$ cat src/rtl/music_mixer_pkg.sv
// Purpose: shared constants and helpers for the music/sfx mixer.
// Latency: n/a (declarations only).
// Backpressure: n/a.
// Contents: register map, pan encodings, DC offset, output clamp limits, shift.
package music_mixer_pkg;

  // CPU register window
  localparam logic [1:0] MIX_REG_MUSVOL = 2'd0;
  localparam logic [1:0] MIX_REG_SFXVOL = 2'd1;
  localparam logic [1:0] MIX_REG_RATE   = 2'd2;
  localparam logic [1:0] MIX_REG_CTRL   = 2'd3;

  // Control bits[2:1]: where the sound effect goes
  typedef enum logic [1:0] {
    PAN_CENTRE = 2'b00,
    PAN_LEFT   = 2'b01,
    PAN_RIGHT  = 2'b10,
    PAN_BOTH   = 2'b11
  } pan_e;

  localparam int DC_OFFSET = 512;
  localparam int OUT_MAX   = 32767;
  localparam int OUT_MIN   = -32768;
  localparam int OUT_SHIFT = 2;

  function automatic logic pan_left_en(input logic [1:0] pan);
    return pan != PAN_RIGHT;
  endfunction

  function automatic logic pan_right_en(input logic [1:0] pan);
    return pan != PAN_LEFT;
  endfunction

  // Clamp a shifted 20-bit mix into the signed 16-bit output range
  function automatic logic signed [15:0] sat16(input logic signed [19:0] v);
    if (v > 20'(OUT_MAX)) return 16'(OUT_MAX);
    if (v < 20'(OUT_MIN)) return 16'(OUT_MIN);
    return v[15:0];
  endfunction

endpackage

$ cat src/rtl/music_mixer_volume_ramp.sv
// Purpose: one channel's volume target and current volume, stepping by 1 per fade step.
// Latency: immediate load 1 cycle after a write when rate is zero; otherwise 1 step per strobe.
// Backpressure: none; writes and steps are accepted every cycle.
// Ports: target_in/target_wr load the target, step is the shared fade strobe,
//        rate_is_zero selects immediate load, cur_vol/busy report the channel state.
module volume_ramp (
  input  logic       clk,
  input  logic       reset_n,
  input  logic [7:0] target_in,
  input  logic       target_wr,
  input  logic       step,
  input  logic       rate_is_zero,
  output logic [7:0] cur_vol,
  output logic       busy
);

  logic [7:0] target_q;

  // The step compares against target_q before this cycle's write lands, so a
  // write coinciding with a step only takes effect from the following step.
  always_ff @(posedge clk) begin
    if (!reset_n) begin
      target_q <= 8'hFF;
      cur_vol  <= 8'hFF;
    end else begin
      if (target_wr) target_q <= target_in;
      if (target_wr && rate_is_zero) begin
        cur_vol <= target_in;
      end else if (step && (cur_vol != target_q)) begin
        cur_vol <= (cur_vol < target_q) ? cur_vol + 8'd1 : cur_vol - 8'd1;
      end
    end
  end

  assign busy = (cur_vol != target_q);

endmodule

$ cat src/rtl/music_mixer.sv
// Purpose: DC-removal, per-channel volume with vblank-paced fades, sfx pan, saturating mix, mute.
// Latency: audio_valid on the third clk edge counting the edge that samples ce_2.
// Backpressure: none; the pipeline advances every clk and accepts ce_2 every cycle.
// Ports: clk/reset_n; ce_2 sample strobe; vblank fade pacing; addr/data_in/write CPU
//        register window; music_in/sfx_in unsigned samples; audio_l/audio_r/audio_valid
//        signed stereo out; fade_busy while any volume is still ramping.
module music_mixer
  import music_mixer_pkg::*;
#(
  parameter int FADE_CNT_W = 8
) (
  input  logic               clk,
  input  logic               reset_n,
  input  logic               ce_2,
  input  logic               vblank,
  input  logic [1:0]         addr,
  input  logic [7:0]         data_in,
  input  logic               write,
  input  logic [9:0]         music_in,
  input  logic [9:0]         sfx_in,
  output logic signed [15:0] audio_l,
  output logic signed [15:0] audio_r,
  output logic               audio_valid,
  output logic               fade_busy
);

  // Compare width wide enough for both rate and counter+1
  localparam int CMP_W = (FADE_CNT_W + 1 > 8) ? FADE_CNT_W + 1 : 8;

  // ---------------- register window ----------------
  logic       wr_mus, wr_sfx, wr_rate, wr_ctrl;
  logic [7:0] rate_q;
  logic       ctrl_mute;
  logic [1:0] ctrl_pan;

  assign wr_mus  = write && (addr == MIX_REG_MUSVOL);
  assign wr_sfx  = write && (addr == MIX_REG_SFXVOL);
  assign wr_rate = write && (addr == MIX_REG_RATE);
  assign wr_ctrl = write && (addr == MIX_REG_CTRL);

  // ---------------- fade pacing ----------------
  logic                  vblank_q;
  logic                  vblank_rise;
  logic [FADE_CNT_W-1:0] frame_cnt;
  logic [CMP_W-1:0]      cnt_inc, rate_ext;
  logic                  rate_is_zero;
  logic                  fade_step;

  assign vblank_rise  = vblank && !vblank_q;
  assign rate_is_zero = (rate_q == 8'd0);
  assign cnt_inc      = CMP_W'(frame_cnt) + CMP_W'(1);
  assign rate_ext     = CMP_W'(rate_q);
  // A rate write restarts the count, so it also suppresses a coincident step
  assign fade_step    = vblank_rise && !rate_is_zero && !wr_rate && (cnt_inc == rate_ext);

  always_ff @(posedge clk) begin
    if (!reset_n) begin
      rate_q    <= 8'd0;
      ctrl_mute <= 1'b0;
      ctrl_pan  <= 2'b00;
      vblank_q  <= 1'b0;
      frame_cnt <= '0;
    end else begin
      vblank_q <= vblank;
      if (wr_rate) rate_q <= data_in;
      if (wr_ctrl) begin
        ctrl_mute <= data_in[0];
        ctrl_pan  <= data_in[2:1];
      end
      if (wr_rate) begin
        frame_cnt <= '0;
      end else if (vblank_rise && !rate_is_zero) begin
        frame_cnt <= fade_step ? '0 : frame_cnt + 1'b1;
      end
    end
  end

  logic [7:0] cur_m, cur_s;
  logic       busy_m, busy_s;

  volume_ramp u_ramp_mus (
    .clk          (clk),
    .reset_n      (reset_n),
    .target_in    (data_in),
    .target_wr    (wr_mus),
    .step         (fade_step),
    .rate_is_zero (rate_is_zero),
    .cur_vol      (cur_m),
    .busy         (busy_m)
  );

  volume_ramp u_ramp_sfx (
    .clk          (clk),
    .reset_n      (reset_n),
    .target_in    (data_in),
    .target_wr    (wr_sfx),
    .step         (fade_step),
    .rate_is_zero (rate_is_zero),
    .cur_vol      (cur_s),
    .busy         (busy_s)
  );

  always_ff @(posedge clk) begin
    if (!reset_n) fade_busy <= 1'b0;
    else          fade_busy <= busy_m || busy_s;
  end

  // ---------------- stage 1: capture, remove DC offset ----------------
  logic               s1_vld;
  logic signed [10:0] s1_m, s1_s;
  logic [7:0]         s1_vol_m, s1_vol_s;
  logic               s1_sel_l, s1_sel_r, s1_mute;

  always_ff @(posedge clk) begin
    if (!reset_n) begin
      s1_vld   <= 1'b0;
      s1_m     <= '0;
      s1_s     <= '0;
      s1_vol_m <= '0;
      s1_vol_s <= '0;
      s1_sel_l <= 1'b0;
      s1_sel_r <= 1'b0;
      s1_mute  <= 1'b0;
    end else begin
      s1_vld <= ce_2;
      if (ce_2) begin
        s1_m     <= $signed({1'b0, music_in}) - 11'(DC_OFFSET);
        s1_s     <= $signed({1'b0, sfx_in}) - 11'(DC_OFFSET);
        s1_vol_m <= cur_m;
        s1_vol_s <= cur_s;
        s1_sel_l <= pan_left_en(ctrl_pan);
        s1_sel_r <= pan_right_en(ctrl_pan);
        s1_mute  <= ctrl_mute;
      end
    end
  end

  // ---------------- stage 2: scale by volume ----------------
  // Operands widened to the 19-bit product width; the volume is unsigned.
  logic signed [18:0] mul_m_a, mul_m_b, mul_s_a, mul_s_b;
  assign mul_m_a = {{8{s1_m[10]}}, s1_m};
  assign mul_m_b = {11'b0, s1_vol_m};
  assign mul_s_a = {{8{s1_s[10]}}, s1_s};
  assign mul_s_b = {11'b0, s1_vol_s};

  logic               s2_vld;
  logic signed [18:0] s2_pm, s2_ps;
  logic               s2_sel_l, s2_sel_r, s2_mute;

  always_ff @(posedge clk) begin
    if (!reset_n) begin
      s2_vld   <= 1'b0;
      s2_pm    <= '0;
      s2_ps    <= '0;
      s2_sel_l <= 1'b0;
      s2_sel_r <= 1'b0;
      s2_mute  <= 1'b0;
    end else begin
      s2_vld   <= s1_vld;
      s2_pm    <= mul_m_a * mul_m_b;
      s2_ps    <= mul_s_a * mul_s_b;
      s2_sel_l <= s1_sel_l;
      s2_sel_r <= s1_sel_r;
      s2_mute  <= s1_mute;
    end
  end

  // ---------------- stage 3: mix, shift, saturate ----------------
  logic signed [19:0] sum_l, sum_r, shf_l, shf_r;
  assign sum_l = {s2_pm[18], s2_pm} + (s2_sel_l ? {s2_ps[18], s2_ps} : 20'd0);
  assign sum_r = {s2_pm[18], s2_pm} + (s2_sel_r ? {s2_ps[18], s2_ps} : 20'd0);
  assign shf_l = sum_l >>> OUT_SHIFT;
  assign shf_r = sum_r >>> OUT_SHIFT;

  always_ff @(posedge clk) begin
    if (!reset_n) begin
      audio_l     <= '0;
      audio_r     <= '0;
      audio_valid <= 1'b0;
    end else begin
      audio_valid <= s2_vld;
      if (s2_vld) begin
        audio_l <= s2_mute ? 16'sd0 : sat16(shf_l);
        audio_r <= s2_mute ? 16'sd0 : sat16(shf_r);
      end
    end
  end

endmodule

$ cat config.mk
export PLATFORM = sky130hd
export DESIGN_NAME = music_mixer
export DESIGN_NICKNAME = d
export VERILOG_FILES = /design/src/rtl/music_mixer_pkg.sv /design/src/rtl/music_mixer_volume_ramp.sv /design/src/rtl/music_mixer.sv
export SDC_FILE = /design/constraint.sdc
export NUM_CORES = 1
export LEC_CHECK = 0
export ABC_AREA = 1
export CAP_MARGIN = 20
export CORE_MARGIN = 4
export CORE_UTILIZATION = 60
export DETAILED_ROUTE_END_ITERATION = 8
export PLACE_DENSITY = 0.82
export SLEW_MARGIN = 25
export SYNTH_ARGS = -nofsm -noshare
export SYNTH_HDL_FRONTEND = slang
export SYNTH_SLANG_ARGS = --single-unit
$ cat constraint.sdc
create_clock -name clk -period 11.8 [get_ports clk]
set_input_delay 2.36 -clock clk [delete_from_list [all_inputs] [get_ports clk]]
set_output_delay 2.36 -clock clk [all_outputs]
set_load 0.1 [all_outputs]
* Word-level counts from Yosys, hierarchy flattened
Cells that the tools add are included.
W data, S select, Z words.
** Storage, ports and cells
- Register bits after elaboration :: 170
- Output and inout port bits :: 34
- Logic and storage cells :: 108
** Cells by class
- Add/sub/neg operators :: 10
- Multiply operators :: 2
- Magnitude comparators :: 6
- Equal/unequal tests :: 8
- Multiplexer cells :: 33
- Bitwise operators :: 1
- Reduce and logical (&&, ||, !) cells :: 21
** Operators by type and width (number)
- $mux W16 :: 10
- $mux W8 :: 7
- $add A20 B20 Y20 :: 2
- $mux W20 :: 2
- $mul A11 B9 Y19 :: 2
- $gt A18 B16 Y1 const B :: 2
- $lt A18 B16 Y1 const B :: 2
- $add A8 B1 Y8 const B :: 3
- $sub A10 B10 Y11 const B :: 2
- $lt A8 B8 Y1 :: 2
- $ne A8 B8 Y1 :: 2
- $sub A8 B1 Y8 const B :: 2
- $mux W1 :: 14
- $logic_and A1 B1 Y1 :: 12
- $add A8 B1 Y9 const B :: 1
- $eq A9 B8 Y1 :: 1
- $logic_not A8 Y1 :: 1
- $eq A2 B2 Y1 const B :: 2
- $reduce_bool A2 Y1 :: 2
- $logic_not A1 Y1 :: 3
- $eq A2 B1 Y1 const B :: 1
- $logic_not A2 Y1 :: 1
- $ne A2 B1 Y1 const B :: 1
- $ne A2 B2 Y1 const B :: 1
- 3 further kinds :: 3

* Logic depth before layout (Yosys ltp)
- Depth after elaboration :: 12
- Gate-level depth with buffers :: 21

* Modules after synthesis
Synthesis repeated with hierarchy kept, for this count alone.
** Second synthesis, totals
- Cells, all modules :: 2330
- Area total of the unflattened synthesis :: 16310.6 um2
** Modules (own cells, without submodules)
- music_mixer :: times used 1, cells each 2000, area an instance 13945.9 um2
- volume_ramp :: times used 2, cells each 165, area an instance 1182.4 um2

* Worst setup path after synthesis
OpenSTA, ideal clock, no wires.
- Path type :: flip-flop to flip-flop
- From :: register s1_vol_s[0]
- To :: register s2_ps[16]
- Arrival time :: 4.203 ns
- Required time :: 11.678 ns
- Path slack :: 7.475 ns
- Stages on the path, launching flop included :: 19
- Path buffers :: 1
- Cells stage by stage :: dfxtp_1 > clkbuf_1 > nand2_1 > inv_1 > fa_1 > inv_1 > fa_1 > inv_1 > fa_1 > inv_1 > fa_1 > inv_1 > ha_1 > a21oi_1 > o21ai_0 > a21boi_0 > o21ai_0 > o21ai_0 > a21oi_1
** On the way
- Cells in the longest elaborated chain, start to end :: 1
** Ends and longest elaborated chain
- from (decl) :: line music_mixer.sv:111 : logic [7:0] s1_vol_m, s1_vol_s;
- from (signal assigned) :: line music_mixer.sv:130 : s1_vol_s <= cur_s;
- $mul A11 B9 Y19 :: line music_mixer.sv:161 : s2_ps <= mul_s_a * mul_s_b;
- to (signal assigned) :: line music_mixer.sv:161
- to (decl) :: line music_mixer.sv:147 : logic signed [18:0] s2_pm, s2_ps;
Every way passes these cells.
A chain may end at the register's enable or synchronous reset.

* Worst setup path in the final report
- From :: register s1_vol_s[4]
- To :: register s2_ps[15]
Same word-level chain as after synthesis.

==> key figures <==
STA
  • Fin crit period: 4680 ps
  • RSZ-0062 raised after global routing: false
  • Slew headroom: 34.4%
  • Final Hold Fails: 0
  • Total Neg Setup Slack: 0 ps
  • Final Setup Violations: 0
  • F_max: 214 MHz
  • Max-slew violations: 0
  • Worst-Margin Slew: 981 ps
  • Part of the cycle the worst path needs: 39.6%
  • Final clock skew: 18.4 ps

Drt
  • Antenna viol nets, final: 0
  • Avg WL per Cell: 14.0 um
  • # DRC: 0
  • DR vias/cell: 5.24
  • Detailed Routing Iterations Pass 1: 6
  • Via count: 13900
  • Initial DRC count: 989
  • Total routed wirelength: 37.1 mm

Synth
  • Syn Area/Cell: 6.94 sq um
  • Syn. warnings: 0
  • Post-synth EDFFs: 0
  • #FFs+latches synth: 168
  • Post-synth ARST share: 0%
  • Ys flop type: dfxtp_1
  • Syn Nets: 2598
  • Post-synth cell types: 46
  • Cells after Synth: 2288
  • Register area share after synthesis: 21.2%
  • Post-Syn Area: 15900 sq um

Place
  • GP Congestion: 0.961
  • Placed insts: 2616
  • Hpwl dp: 29.8 mm
  • Buffers on Ports: 68
  • Area after DPL: 16700 sq um

Clock tree
  • Root Driver: clkbuf_16
  • Clock tree buffer depth: 2
  • Clock Pin Slew Worst Setup and Hold Paths: 70 ps
  • Later-pin clock latency in the skew report: 450 ps
  • PostCTS Resize Cnt: 0
  • Hold Buf Count CTS: 0
  • Post-CTS setup buffers: 0
  • Total CTS buffers: 17
  • Clock sinks: 168
  • CTS tree: yes
  • CTS HTree Levels: 4

Die
  • Starting Density: 60.9%
  • IO Pins: 69
  • Core area: 26100 sq um
  • Die area: 29100 sq um
  • DIE HEIGHT: 171 um
  • Die Span X: 171 um
  • # rows: 59

Flow run
  • Max_cap viols: 0

Global route
  • Pin count of the biggest net entering global routing: 78
  • Met3 GRT Util: 3.23%
  • Total grt overflow: 0
  • GRT Max-Usage Layer: met2
  • GRT met1 Usage: 33.1%
  • Vias in the first global route: 13700
  • Initial antenna violation count: 0
  • First-pass GRT wire length: 62.9 mm
  • Met2 Usage GRT: 46.5%
  • Tot GR Track Use: 26.1%

Layout
  • N_diodes: 0
  • Area Growth Syn to Fin: 8.91%
  • Fin nets: 2610
  • Final Instance Area: 17300 sq um
  • Post-route insts no fill: 2648
  • Share of layout cells above drive strength 1: 2.77%

Critical path
  • Setup CP Type: reg -> reg
  • Critical Path Source Type: flip-flop
  • Arr. time, crit path: 5000 ps
  • Worst Path Required: 12130 ps
  • Crit-path max FO: 11
  • Critical Path End Type: flip-flop
  • Reg-to-reg slack, setup: 7120 ps

Pwr
  • Total Power: 2.30 mW
  • Net Sw Power: 1.02 mW
  • Reg power frac: 31.3%
  • Internal Power: 1.28 mW
  • Comb pwr share: 44.1%
  • Peak supply drop: 0.0966 mV
  • Switching share of power: 44.2%
  • Power Density: 133 nW/um^2
  • Clock Power Share: 24.6%
  • LEAKAGE: 9.94 nW

Worst hold path
  • Hold WC Path Type: reg -> reg

Status
  • Outcome: complete, no violations
[power by group through the flow]
| stage | Combinational [mW] | Sequential (mW) | Clock (mW) |
|---|---|---|---|
| floorplan | 0.748 | 0.758 | 0 |
| global placement | 0.977 | 0.729 | 0 |
| detailed placement | 1.00 | 0.731 | 0 |
| CTS | 1.01 | 0.718 | 0.575 |
| global route | 1.16 | 0.725 | 0.599 |
| finish | 1.01 | 0.719 | 0.567 |
[worst paths after layout]
| check | start | endpoint | depth (start not counted) |
|---|---|---|---|
| min reg2reg | s1_mute | s2_mute | 2 |
| max reg2reg | s1_vol_s[4] | s2_ps[15] | 17 |
| max | s1_vol_s[4] | s2_ps[15] | 17 |
| min | s1_mute | s2_mute | 2 |
[area by class of cell]
| type | instances | area, sq um |
|---|---|---|
| Multi-Input combinational cell | 1519 | 10200 |
| Fill cell | 2249 | 8760 |
| Tap cell | 335 | 419 |
| Sequential cell | 168 | 3360 |
| Clock inverter | 15 | 175 |
| Inverter | 522 | 1960 |
| Clock buffer | 17 | 425 |
| Timing Repair Buffer | 72 | 706 |
[cells in the mapped netlist (28+ instances only)]
cell type    n  area [sq um]
nand2_1    609          2290
xnor2_1     28           245
nor2_1     130           488
a21oi_1    158           791
clkbuf_1    69           259
o21ai_0    104           521
inv_1      519          1950
xor2_1      29           254
nand3_1     75           375
dfxtp_1    168          3360
ha_1       141          1760
fa_1       134          2680
[registers in the layout, indices dropped and copies added, names as in the netlist, 10 cells and up]
name / flops
s2_ps: 19
audio_l: 16
s1_m: 10
audio_r: 16
s1_s: 10
s2_pm: 19
[cells in the final DEF (no fill, tap or decap), drive strengths merged]
cell type,Yosys,final
clkbuf,69,17
o22ai,3,3
a21oi,159,159
or2,2,2
a31o,1,1
o32ai,2,2
dfxtp,168,168
clkdlybuf4s50,0,67
nand3b,11,11
a21o,2,2
o211ai,17,17
xnor2,28,28
o221ai,1,1
o2111ai,1,1
o21a,2,2
inv,521,528
fa,134,134
and2,6,6
clkinv,1,9
xor2,29,29
a31oi,10,10
a21boi,3,3
nand2,612,612
o31ai,2,2
nor2,134,134
buf,10,5
nor3,11,11
a211oi,1,1
ha,141,141
nand4,18,18
nand3,80,80
o21bai,3,3
o21ai,106,106
[through the flow]
step                      worst slack (ps)  util, %  hold slack (ps)
after CTS                             7140     66.4              431
after global routing                  6700     66.4              466
after global placement                7110     64.0              422
after detailed placement              7070     64.0              421
final                                 7120     66.4              430
after floorplan                       7480        -              390
[cell families (layout without fill, tap and decap cells)]
| family | Yosys count | after routing | synth area share (%) |
|---|---|---|---|
| buf+inv | 601 | 626 | 14.3 |
| flops | 168 | 168 | 21.2 |
| compound gates | 313 | 313 | 10.6 |
| xor+xnor | 57 | 57 | 3.14 |
| simple gates | 874 | 874 | 22.7 |
| fa+ha+maj | 275 | 275 | 28.0 |
[routing by layer]
layer  vias up  share of wire (%)  routed length, um
li1       6982                  -                  -
met1      6387                 43              16000
met2       429                 49              18100
met3        68                5.2               1920
met4         0                2.7               1020
met5         -                  0                  0
[critical path: stages, from the launching register on]
cell      delay (ps)
dfxtp_1          610
nand2_1          140
fa_1             500
fa_1             490
inv_1             50
fa_1             520
inv_1             50
fa_1             520
inv_1             40
ha_1             340
nand2_1           80
inv_1             40
a21oi_1          280
o21ai_0          200
a21boi_0         320
o21ai_0          150
o21ai_0          150
a21oi_1           50
Note: power is estimated with default switching activity, not from simulation.
